$ cat src/rtl/router_output_ctrl_if.sv
// Allocation and link-side signal bundle for one router output port.
// The controller connects through the slave modport; the requesting side uses master.
interface router_output_ctrl_if #(
  parameter int unsigned DATA_W = 64
);
  logic                  polarity;
  logic [3:0]            in_req;
  logic [4*DATA_W-1:0]   in_data;
  logic [3:0]            in_gnt;
  logic                  out_ready;
  logic                  out_send;
  logic                  out_vc;
  logic [DATA_W-1:0]     out_data;

  modport master (
    output polarity, in_req, in_data, out_ready,
    input  in_gnt, out_send, out_vc, out_data
  );

  modport slave (
    input  polarity, in_req, in_data, out_ready,
    output in_gnt, out_send, out_vc, out_data
  );
endinterface

$ cat src/rtl/router_output_ctrl.sv
// Output-port controller: round-robin allocation into a 1-flit buffer per VC,
// with VC=polarity filled while VC=~polarity drains to the link.
module router_output_ctrl #(
  parameter int unsigned DATA_W    = 64,
  parameter int unsigned NUM_IN    = 4,
  parameter int unsigned INIT_PRIO = 0,
  parameter int unsigned CNT_W     = 16
) (
  input  logic               clk,
  input  logic               reset,
  router_output_ctrl_if.slave link,
  output logic [1:0]         buf_full,
  output logic [1:0]         rr_ptr_v0,
  output logic [1:0]         rr_ptr_v1,
  output logic [CNT_W-1:0]   sent_cnt_v0,
  output logic [CNT_W-1:0]   sent_cnt_v1
);

  localparam logic [1:0] PTR_RST = 2'((INIT_PRIO + NUM_IN - 1) % NUM_IN);

  logic [DATA_W-1:0] buf_q [2];
  logic [DATA_W-1:0] buf_d [2];
  logic [1:0]        buf_full_q, buf_full_d;
  logic [1:0]        rr_ptr_v0_q, rr_ptr_v0_d;
  logic [1:0]        rr_ptr_v1_q, rr_ptr_v1_d;
  logic [CNT_W-1:0]  sent_cnt_v0_q, sent_cnt_v0_d;
  logic [CNT_W-1:0]  sent_cnt_v1_q, sent_cnt_v1_d;

  logic              p, q;
  logic [1:0]        ptr_p;
  logic [1:0]        win;
  logic              found;
  logic              grant;
  logic              send;
  logic [DATA_W-1:0] sel_data;

  assign p     = link.polarity;
  assign q     = ~link.polarity;
  assign ptr_p = p ? rr_ptr_v1_q : rr_ptr_v0_q;

  // Search from the input after the last winner, wrapping modulo NUM_IN.
  always_comb begin
    int unsigned idx;
    logic [1:0]  idx2;
    found = 1'b0;
    win   = ptr_p;
    for (int unsigned k = 1; k <= NUM_IN; k++) begin
      idx  = (32'(ptr_p) + k) % NUM_IN;
      idx2 = idx[1:0];
      if (!found && link.in_req[idx2]) begin
        found = 1'b1;
        win   = idx2;
      end
    end
  end

  always_comb begin
    sel_data = '0;
    for (int unsigned i = 0; i < NUM_IN; i++) begin
      if (win == 2'(i)) sel_data = link.in_data[i*DATA_W +: DATA_W];
    end
  end

  assign grant = found && !buf_full_q[p] && !reset;
  assign send  = buf_full_q[q] && link.out_ready && !reset;

  assign link.in_gnt   = grant ? (4'b0001 << win) : '0;
  assign link.out_send = send;
  assign link.out_vc   = q;
  assign link.out_data = (buf_full_q[q] && !reset) ? buf_q[q] : '0;

  always_comb begin
    buf_d         = buf_q;
    buf_full_d    = buf_full_q;
    rr_ptr_v0_d   = rr_ptr_v0_q;
    rr_ptr_v1_d   = rr_ptr_v1_q;
    sent_cnt_v0_d = sent_cnt_v0_q;
    sent_cnt_v1_d = sent_cnt_v1_q;
    if (grant) begin
      buf_d[p]      = sel_data;
      buf_full_d[p] = 1'b1;
      if (p) rr_ptr_v1_d = win;
      else   rr_ptr_v0_d = win;
    end
    // Fill and drain always target opposite buffers, so no set/clear conflict.
    if (send) begin
      buf_full_d[q] = 1'b0;
      if (q) begin
        if (sent_cnt_v1_q != '1) sent_cnt_v1_d = sent_cnt_v1_q + 1'b1;
      end else begin
        if (sent_cnt_v0_q != '1) sent_cnt_v0_d = sent_cnt_v0_q + 1'b1;
      end
    end
  end

  always_ff @(posedge clk) begin
    if (reset) begin
      buf_q         <= '{default: '0};
      buf_full_q    <= '0;
      rr_ptr_v0_q   <= PTR_RST;
      rr_ptr_v1_q   <= PTR_RST;
      sent_cnt_v0_q <= '0;
      sent_cnt_v1_q <= '0;
    end else begin
      buf_q         <= buf_d;
      buf_full_q    <= buf_full_d;
      rr_ptr_v0_q   <= rr_ptr_v0_d;
      rr_ptr_v1_q   <= rr_ptr_v1_d;
      sent_cnt_v0_q <= sent_cnt_v0_d;
      sent_cnt_v1_q <= sent_cnt_v1_d;
    end
  end

  assign buf_full    = buf_full_q;
  assign rr_ptr_v0   = rr_ptr_v0_q;
  assign rr_ptr_v1   = rr_ptr_v1_q;
  assign sent_cnt_v0 = sent_cnt_v0_q;
  assign sent_cnt_v1 = sent_cnt_v1_q;

endmodule

$ cat src/flat_wrapper.sv
// flat-port wrapper written by rule: the top's interface ports become plain ports
module router_output_ctrl_flat 
#(
  parameter int unsigned DATA_W    = 64,
  parameter int unsigned NUM_IN    = 4,
  parameter int unsigned INIT_PRIO = 0,
  parameter int unsigned CNT_W     = 16
)
  (clk, reset, buf_full, rr_ptr_v0, rr_ptr_v1, sent_cnt_v0, sent_cnt_v1, link_polarity, link_in_req, link_in_data, link_out_ready, link_in_gnt, link_out_send, link_out_vc, link_out_data);
  router_output_ctrl_if #(.DATA_W(DATA_W)) link_i ();
  input  logic clk;
  input  logic reset;
  output logic [1:0] buf_full;
  output logic [1:0] rr_ptr_v0;
  output logic [1:0] rr_ptr_v1;
  output logic [CNT_W-1:0] sent_cnt_v0;
  output logic [CNT_W-1:0] sent_cnt_v1;
  input wire logic [$bits(link_i.polarity)-1:0] link_polarity;
  input wire logic [$bits(link_i.in_req)-1:0] link_in_req;
  input wire logic [$bits(link_i.in_data)-1:0] link_in_data;
  input wire logic [$bits(link_i.out_ready)-1:0] link_out_ready;
  output wire logic [$bits(link_i.in_gnt)-1:0] link_in_gnt;
  output wire logic [$bits(link_i.out_send)-1:0] link_out_send;
  output wire logic [$bits(link_i.out_vc)-1:0] link_out_vc;
  output wire logic [$bits(link_i.out_data)-1:0] link_out_data;
  assign link_i.polarity = link_polarity;
  assign link_i.in_req = link_in_req;
  assign link_i.in_data = link_in_data;
  assign link_i.out_ready = link_out_ready;
  assign link_in_gnt = link_i.in_gnt;
  assign link_out_send = link_i.out_send;
  assign link_out_vc = link_i.out_vc;
  assign link_out_data = link_i.out_data;
  router_output_ctrl #(.DATA_W(DATA_W), .NUM_IN(NUM_IN), .INIT_PRIO(INIT_PRIO), .CNT_W(CNT_W)) u_core (.clk(clk), .reset(reset), .link(link_i), .buf_full(buf_full), .rr_ptr_v0(rr_ptr_v0), .rr_ptr_v1(rr_ptr_v1), .sent_cnt_v0(sent_cnt_v0), .sent_cnt_v1(sent_cnt_v1));
endmodule
$ cat config.mk
export PLATFORM = sky130hd
export DESIGN_NAME = router_output_ctrl_flat
export DESIGN_NICKNAME = d
export VERILOG_FILES = /design/src/rtl/router_output_ctrl_if.sv /design/src/rtl/router_output_ctrl.sv /design/src/flat_wrapper.sv
export SDC_FILE = /design/constraint.sdc
export NUM_CORES = 1
export LEC_CHECK = 0
export CAP_MARGIN = 20
export CORE_MARGIN = 5
export CORE_UTILIZATION = 52
export DETAILED_ROUTE_END_ITERATION = 16
export PLACE_DENSITY_LB_ADDON = 0.05
export SLEW_MARGIN = 20
export SYNTH_ARGS = -nofsm -noshare
export SYNTH_HDL_FRONTEND = slang
export SYNTH_SLANG_ARGS = --single-unit
$ cat constraint.sdc
create_clock -name clk -period 7.6 [get_ports clk]
set_input_delay 1.9 -clock clk [delete_from_list [all_inputs] [get_ports clk]]
set_output_delay 1.9 -clock clk [all_outputs]
set_load 0.02 [all_outputs]
After elaboration in Yosys (flattened, before gate mapping)

Index checks and enable logic that the tools add are counted.

Add/subtract/negate cells: 6
Magnitude comparators: 11
Equal/unequal tests: 5
Shift-type cells: 1
Mux-type cells: 39
Bitwise operators: 6
Reductions and logical operators: 21

Operator list:

| cell                  | count |
|---|---|
| $mux 64               | 9 |
| $bwmux 128            | 1 |
| $demux 64 s1          | 1 |
| $add 16x1->16 const B | 2 |
| $ne 16x16->1 const B  | 2 |
| $mux 1                | 14 |
| $mux 2                | 7 |
| $lt 2x3->1 const B    | 4 |
| $logic_and 1x1->1     | 11 |
| $bmux 1 s2            | 4 |
| $reduce_and 3->1      | 2 |
| $logic_not 1->1       | 5 |
| $add 2x1->2 const B   | 2 |
| $add 2x2->2 const B   | 2 |
| $eq 2x2->1 const B    | 2 |
| $ge 2x2->1 const B    | 2 |
| $lt 1x2->1 const B    | 2 |
| $mux 4                | 1 |
| $not 1->2             | 2 |
| $reduce_and 2->1      | 2 |
| $shl 1x2->4 const A   | 1 |
| $and 2x2->2           | 1 |
| $demux 1 s1           | 2 |
| $eq 2x1->1 const B    | 1 |
| 6 further kinds       | 7 |

Flip-flop bits (word level): 166
Bits of input ports: 264
Output and inout port bits: 108
Logic and storage cells: 96

Logic depth before layout (Yosys ltp)

Word-level depth: 20
Mapped depth: 9
Gate-level depth less buffers: 6

Worst setup path after synthesis

Ideal clock, no wire load.

Path kind: input-to-output
Start: input link_polarity
End: output link_in_gnt[3]
Arrival time: 3.350 ns
Setup slack: 2.350 ns
Cell stages on the path: 6
Buffers on the path: 2
Path through: mux2i_1 > a2bb2oi_1 > o2111a_1 > buf_2 > buf_2 > nor3b_1

Longest elaborated chain between the ends: 17
Elaborated cells on any way between the ends: 34
Classes of those cells: 4 x add/sub; 1 x shift; 20 x mux; 9 x reduce/logical

Ends and longest elaborated chain:

| what                            | RTL line                 | RTL |
|---|---|---|
| start: declaration              | flat_wrapper.sv:18       | `input wire logic [$bits(link_i.polarity)-1:0] link_polarity;` |
| $mux 2                          | router_output_ctrl.sv:39 | `assign ptr_p = p ? rr_ptr_v1_q : rr_ptr_v0_q;` |
| $add 2x1->2                     | router_output_ctrl.sv:48 | `idx = (32'(ptr_p) + k) % NUM_IN;` |
| $bmux 1 s2                      | router_output_ctrl.sv:50 | `if (!found && link.in_req[idx2]) begin` |
| $mux 1 (implied by the code)    | router_output_ctrl.sv:50 |  |
| $mux 1                          | router_output_ctrl.sv:50 |  |
| $logic_not 1->1                 | router_output_ctrl.sv:50 |  |
| $logic_and 1x1->1               | router_output_ctrl.sv:50 |  |
| $mux 1                          | router_output_ctrl.sv:50 |  |
| $logic_not 1->1                 | router_output_ctrl.sv:50 |  |
| $logic_and 1x1->1               | router_output_ctrl.sv:50 |  |
| $mux 1                          | router_output_ctrl.sv:50 |  |
| $logic_not 1->1                 | router_output_ctrl.sv:50 |  |
| $logic_and 1x1->1               | router_output_ctrl.sv:50 |  |
| $mux 1                          | router_output_ctrl.sv:50 |  |
| $logic_and 1x1->1 (2 in series) | router_output_ctrl.sv:64 | `assign grant = found && !buf_full_q[p] && !reset;` |
| $mux 4 *                        | router_output_ctrl.sv:67 | `assign link.in_gnt = grant ? (4'b0001 << win) : '0;` |
| end: declaration                | flat_wrapper.sv:22       | `output wire logic [$bits(link_i.in_gnt)-1:0] link_in_gnt;` |

Mark *: on every way between the ends. The rest lies on a longest branch, timed or not. The select of a mux whose other input is x is not followed.

Worst setup path in the final report

Start: input link_polarity
End: output link_in_gnt[0]

Same word-level chain as after synthesis.

==> impl_metrics.tcl <==
set metrics [dict create \
    initial_core_util_pct 52.24 \
    utilization_pct 70.91 \
    dp_slack_ns 1.064 \
    rsz0062_at_grt "false" \
    postCtsSetupBuffers 0 \
    cp-start-kind "input port" \
    setup_ws_ns 1.015 \
    placed_area_um2 15320 \
    grt_max_degree 257 \
    r2r-start "u_core.rr_ptr_v1[0]$_SDFFE_PP1P_" \
    min_period_over_period_pct 86.65 \
    slew_headroom_pct 27.49 \
    fin_nets 1858 \
    max_stage_delay_ns 0.60 \
    end_kind "primary output" \
    hp-start "u_core.buf_q[85]$_SDFFE_PP0P_" \
    drv_slew 0 \
    critPathMaxFanout 40 \
    cap_violations 0 \
    outcome "finished clean" \
    skew_ns 0.02011 \
    overflow 0 \
    path_delay_family "buffers and inverters" \
    die_x_um 160.1 \
    clk_latency_ns 0.44 \
    hold_viol 0 \
    synth_nets 1607 \
    grt_pass1_wl_um 60110 \
    grt_antenna_before_repair 5 \
    cts_tree "built" \
    cts-root-buf "clkbuf_16" \
    pin_count 372 \
    worst-path-buf-inv 2 \
    grt_pass1_vias 11120 \
    area_growth_pct 35.76 \
    clockBufferDepth 2 \
    drive_gt1_share_pct 3.928 \
    timing.rr.end "u_core.buf_q[18]$_SDFFE_PP0P_" \
    dieArea_um2 25640 \
    rows 55 \
    synth_seq_cells 166 \
    max_freq_mhz 151.9 \
    finalWirelength_um 38530 \
    drc_errors 0 \
    h-tree-depth 4 \
    wl_per_cell_um 20.37 \
    postCtsResizedCells 0 \
    synth.distinct_cells 46 \
    crit_type "in -> out" \
    hold_depth 2 \
    clock_sinks 166 \
    fillCellCount 1822 \
    crit_arrival_ns 4.69 \
    cts_hold_buf 0 \
    yosysSeqAreaShare_pct 28.36 \
    drt_iter0_drc 907 \
    routabilityCongestion 0.8137 \
    port_buffers 371 \
    setup-violations-final 0 \
    vias_per_cell 6.247 \
    fin_tns_setup_ns 0 \
    dp_hpwl_um 25750 \
    mostFrequentLayoutCells "370 x clkdlybuf4s50_1, 266 x mux2i_1, 258 x nor4b_1" \
    min_to "u_core.buf_q[85]$_SDFFE_PP0P_" \
    worstPathRequired_ns 5.70 \
    cts_made_buffers 17 \
    core_um2 22430 \
    cellPowerDensity_nw_per_um2 164.3 \
    syn_area_um2 11720 \
    final_common_cell "clkdlybuf4s50_1" \
    fin_area_um2 15910 \
    ant_nets 0 \
    fp.dieH_um 160.1 \
    peakVddDrop_uv 153.0 \
    reg2reg_depth 7 \
    synth_area_per_cell_um2 8.739 \
    grt_usage_pct 28.37 \
    cp_slowest_cell "clkdlybuf4s50_1" \
    cp_cell_sequence "buf_4 -> mux2i_1 -> o211a_4 -> or2_1 -> and3_1 -> clkdlybuf4s50_1" \
    syn_inst 1341 \
    rrSetupSlack_ns 3.81 \
    path_clk_slew_ns 0.07 \
    tightest_slew_ns 1.085 \
    power.leakage_nw 5.624 \
    min_path_type "reg -> reg" \
    yosysWarningCount 0 \
    vias 11820 \
    first_pass_iters 8 \
    period_minus_slack_ns 6.585 \
]
==> per-layer routing <==
metal	up-vias	share of wire [%]	track usage (%)
met4	4	2.9	9.973
met5	-	0.070	0
met1	5705	41	35.79
li1	5583	-	-
met3	66	7.3	7.123
met2	462	49	47.21
==> stage by stage <==
| stage | std cells | total power [W] | hold slack, ns |
|---|---|---|---|
| floorplan | 1341 | 0.001483 | 0.4420 |
| detailed placement | 1858 | 0.001761 | 0.4591 |
| finish | 1892 | 0.002613 | 0.4722 |
| global placement | 1858 | 0.001744 | 0.4502 |
| CTS | 1889 | 0.002621 | 0.4751 |
| global route | 1892 | 0.002729 | 0.4940 |
==> worst max-delay path by stage <==
stage	start	end	slack, ns	depth (start not counted)
finish	link_polarity	link_in_gnt[0]	1.01	6
global route	link_polarity	link_in_gnt[1]	0.85	7
CTS	link_polarity	link_in_gnt[0]	1.00	6
detailed placement	link_polarity	link_in_gnt[0]	1.06	6
global placement	link_polarity	link_in_gnt[3]	1.07	6
floorplan	link_polarity	link_in_gnt[3]	2.35	6
==> layout make-up <==
type                    instances  area [um2]  area share (%)
inverters                       5       18.77          0.1180
flip-flops and latches        166        3323           20.89
diodes                          3       7.507         0.04719
repair buffers                387        3872           24.34
multi-input cells            1015        7755           48.75
well taps                     285       356.6           2.241
clock buffers                  18       439.2           2.761
clock inverters                13       136.4          0.8573
==> kinds of logic after synthesis <==
group / synth area share (%)
mux: 22.82
simple gates: 30.24
buf+inv: 5.947
compound gates: 10.71
xor+xnor: 1.719
fa+ha+maj: 0.2135
flops: 28.36
==> synthesized netlist by cell type, drive strengths merged <==
master	number	area share [%]
a2111oi	2	0.26
or2	1	0.053
o2111a	1	0.096
mux2	1	0.096
ha	2	0.21
o211a	1	0.085
o41ai	1	0.075
buf	74	3.2
or4	2	0.13
and2b	1	0.064
dfxtp	166	28
clkbuf	81	2.6
o21bai	1	0.064
and4bb	1	0.11
and3b	1	0.075
xor2	6	0.45
nand2	148	4.7
nor4	1	0.053
or3b	1	0.075
o21a	1	0.064
mux2i	266	23
a311oi	1	0.075
a21oi	11	0.53
and3	8	0.43
o2111ai	1	0.075
inv	4	0.13
nor3b	4	0.26
nand3	16	0.85
clkinv	1	0.032
o21ai	7	0.30
nor4b	258	19
a2bb2oi	1	0.075
o211ai	133	8.5
nor2	99	3.2
xnor2	17	1.3
nand4b	1	0.20
and4	3	0.22
nor3	6	0.26
nand4	4	0.27
a211oi	7	0.49
==> worst min-delay path, cell delays in order, from the launching register on <==
cell and delay [ns]:
dfxtp_1 0.33, nand2_1 0.05, o211ai_1 0.07
==> state kept, by name (all words and copies together) (netlist names) <==
register	count
u_core.buf_full	2
u_core.buf_q	128
u_core.rr_ptr_v0	2
u_core.rr_ptr_v1	2
u_core.sent_cnt_v0	16
u_core.sent_cnt_v1	16
==> power by group <==
group | total [W] | internal [W] | switching [W] | leakage [nW]
clock network | 0.000864 | 0.000470 | 0.000394 | 0.280
registers | 0.00101 | 0.000961 | 0.0000473 | 1.36
logic | 0.000741 | 0.000349 | 0.000392 | 3.98
Power figures use the tool's default switching activity.
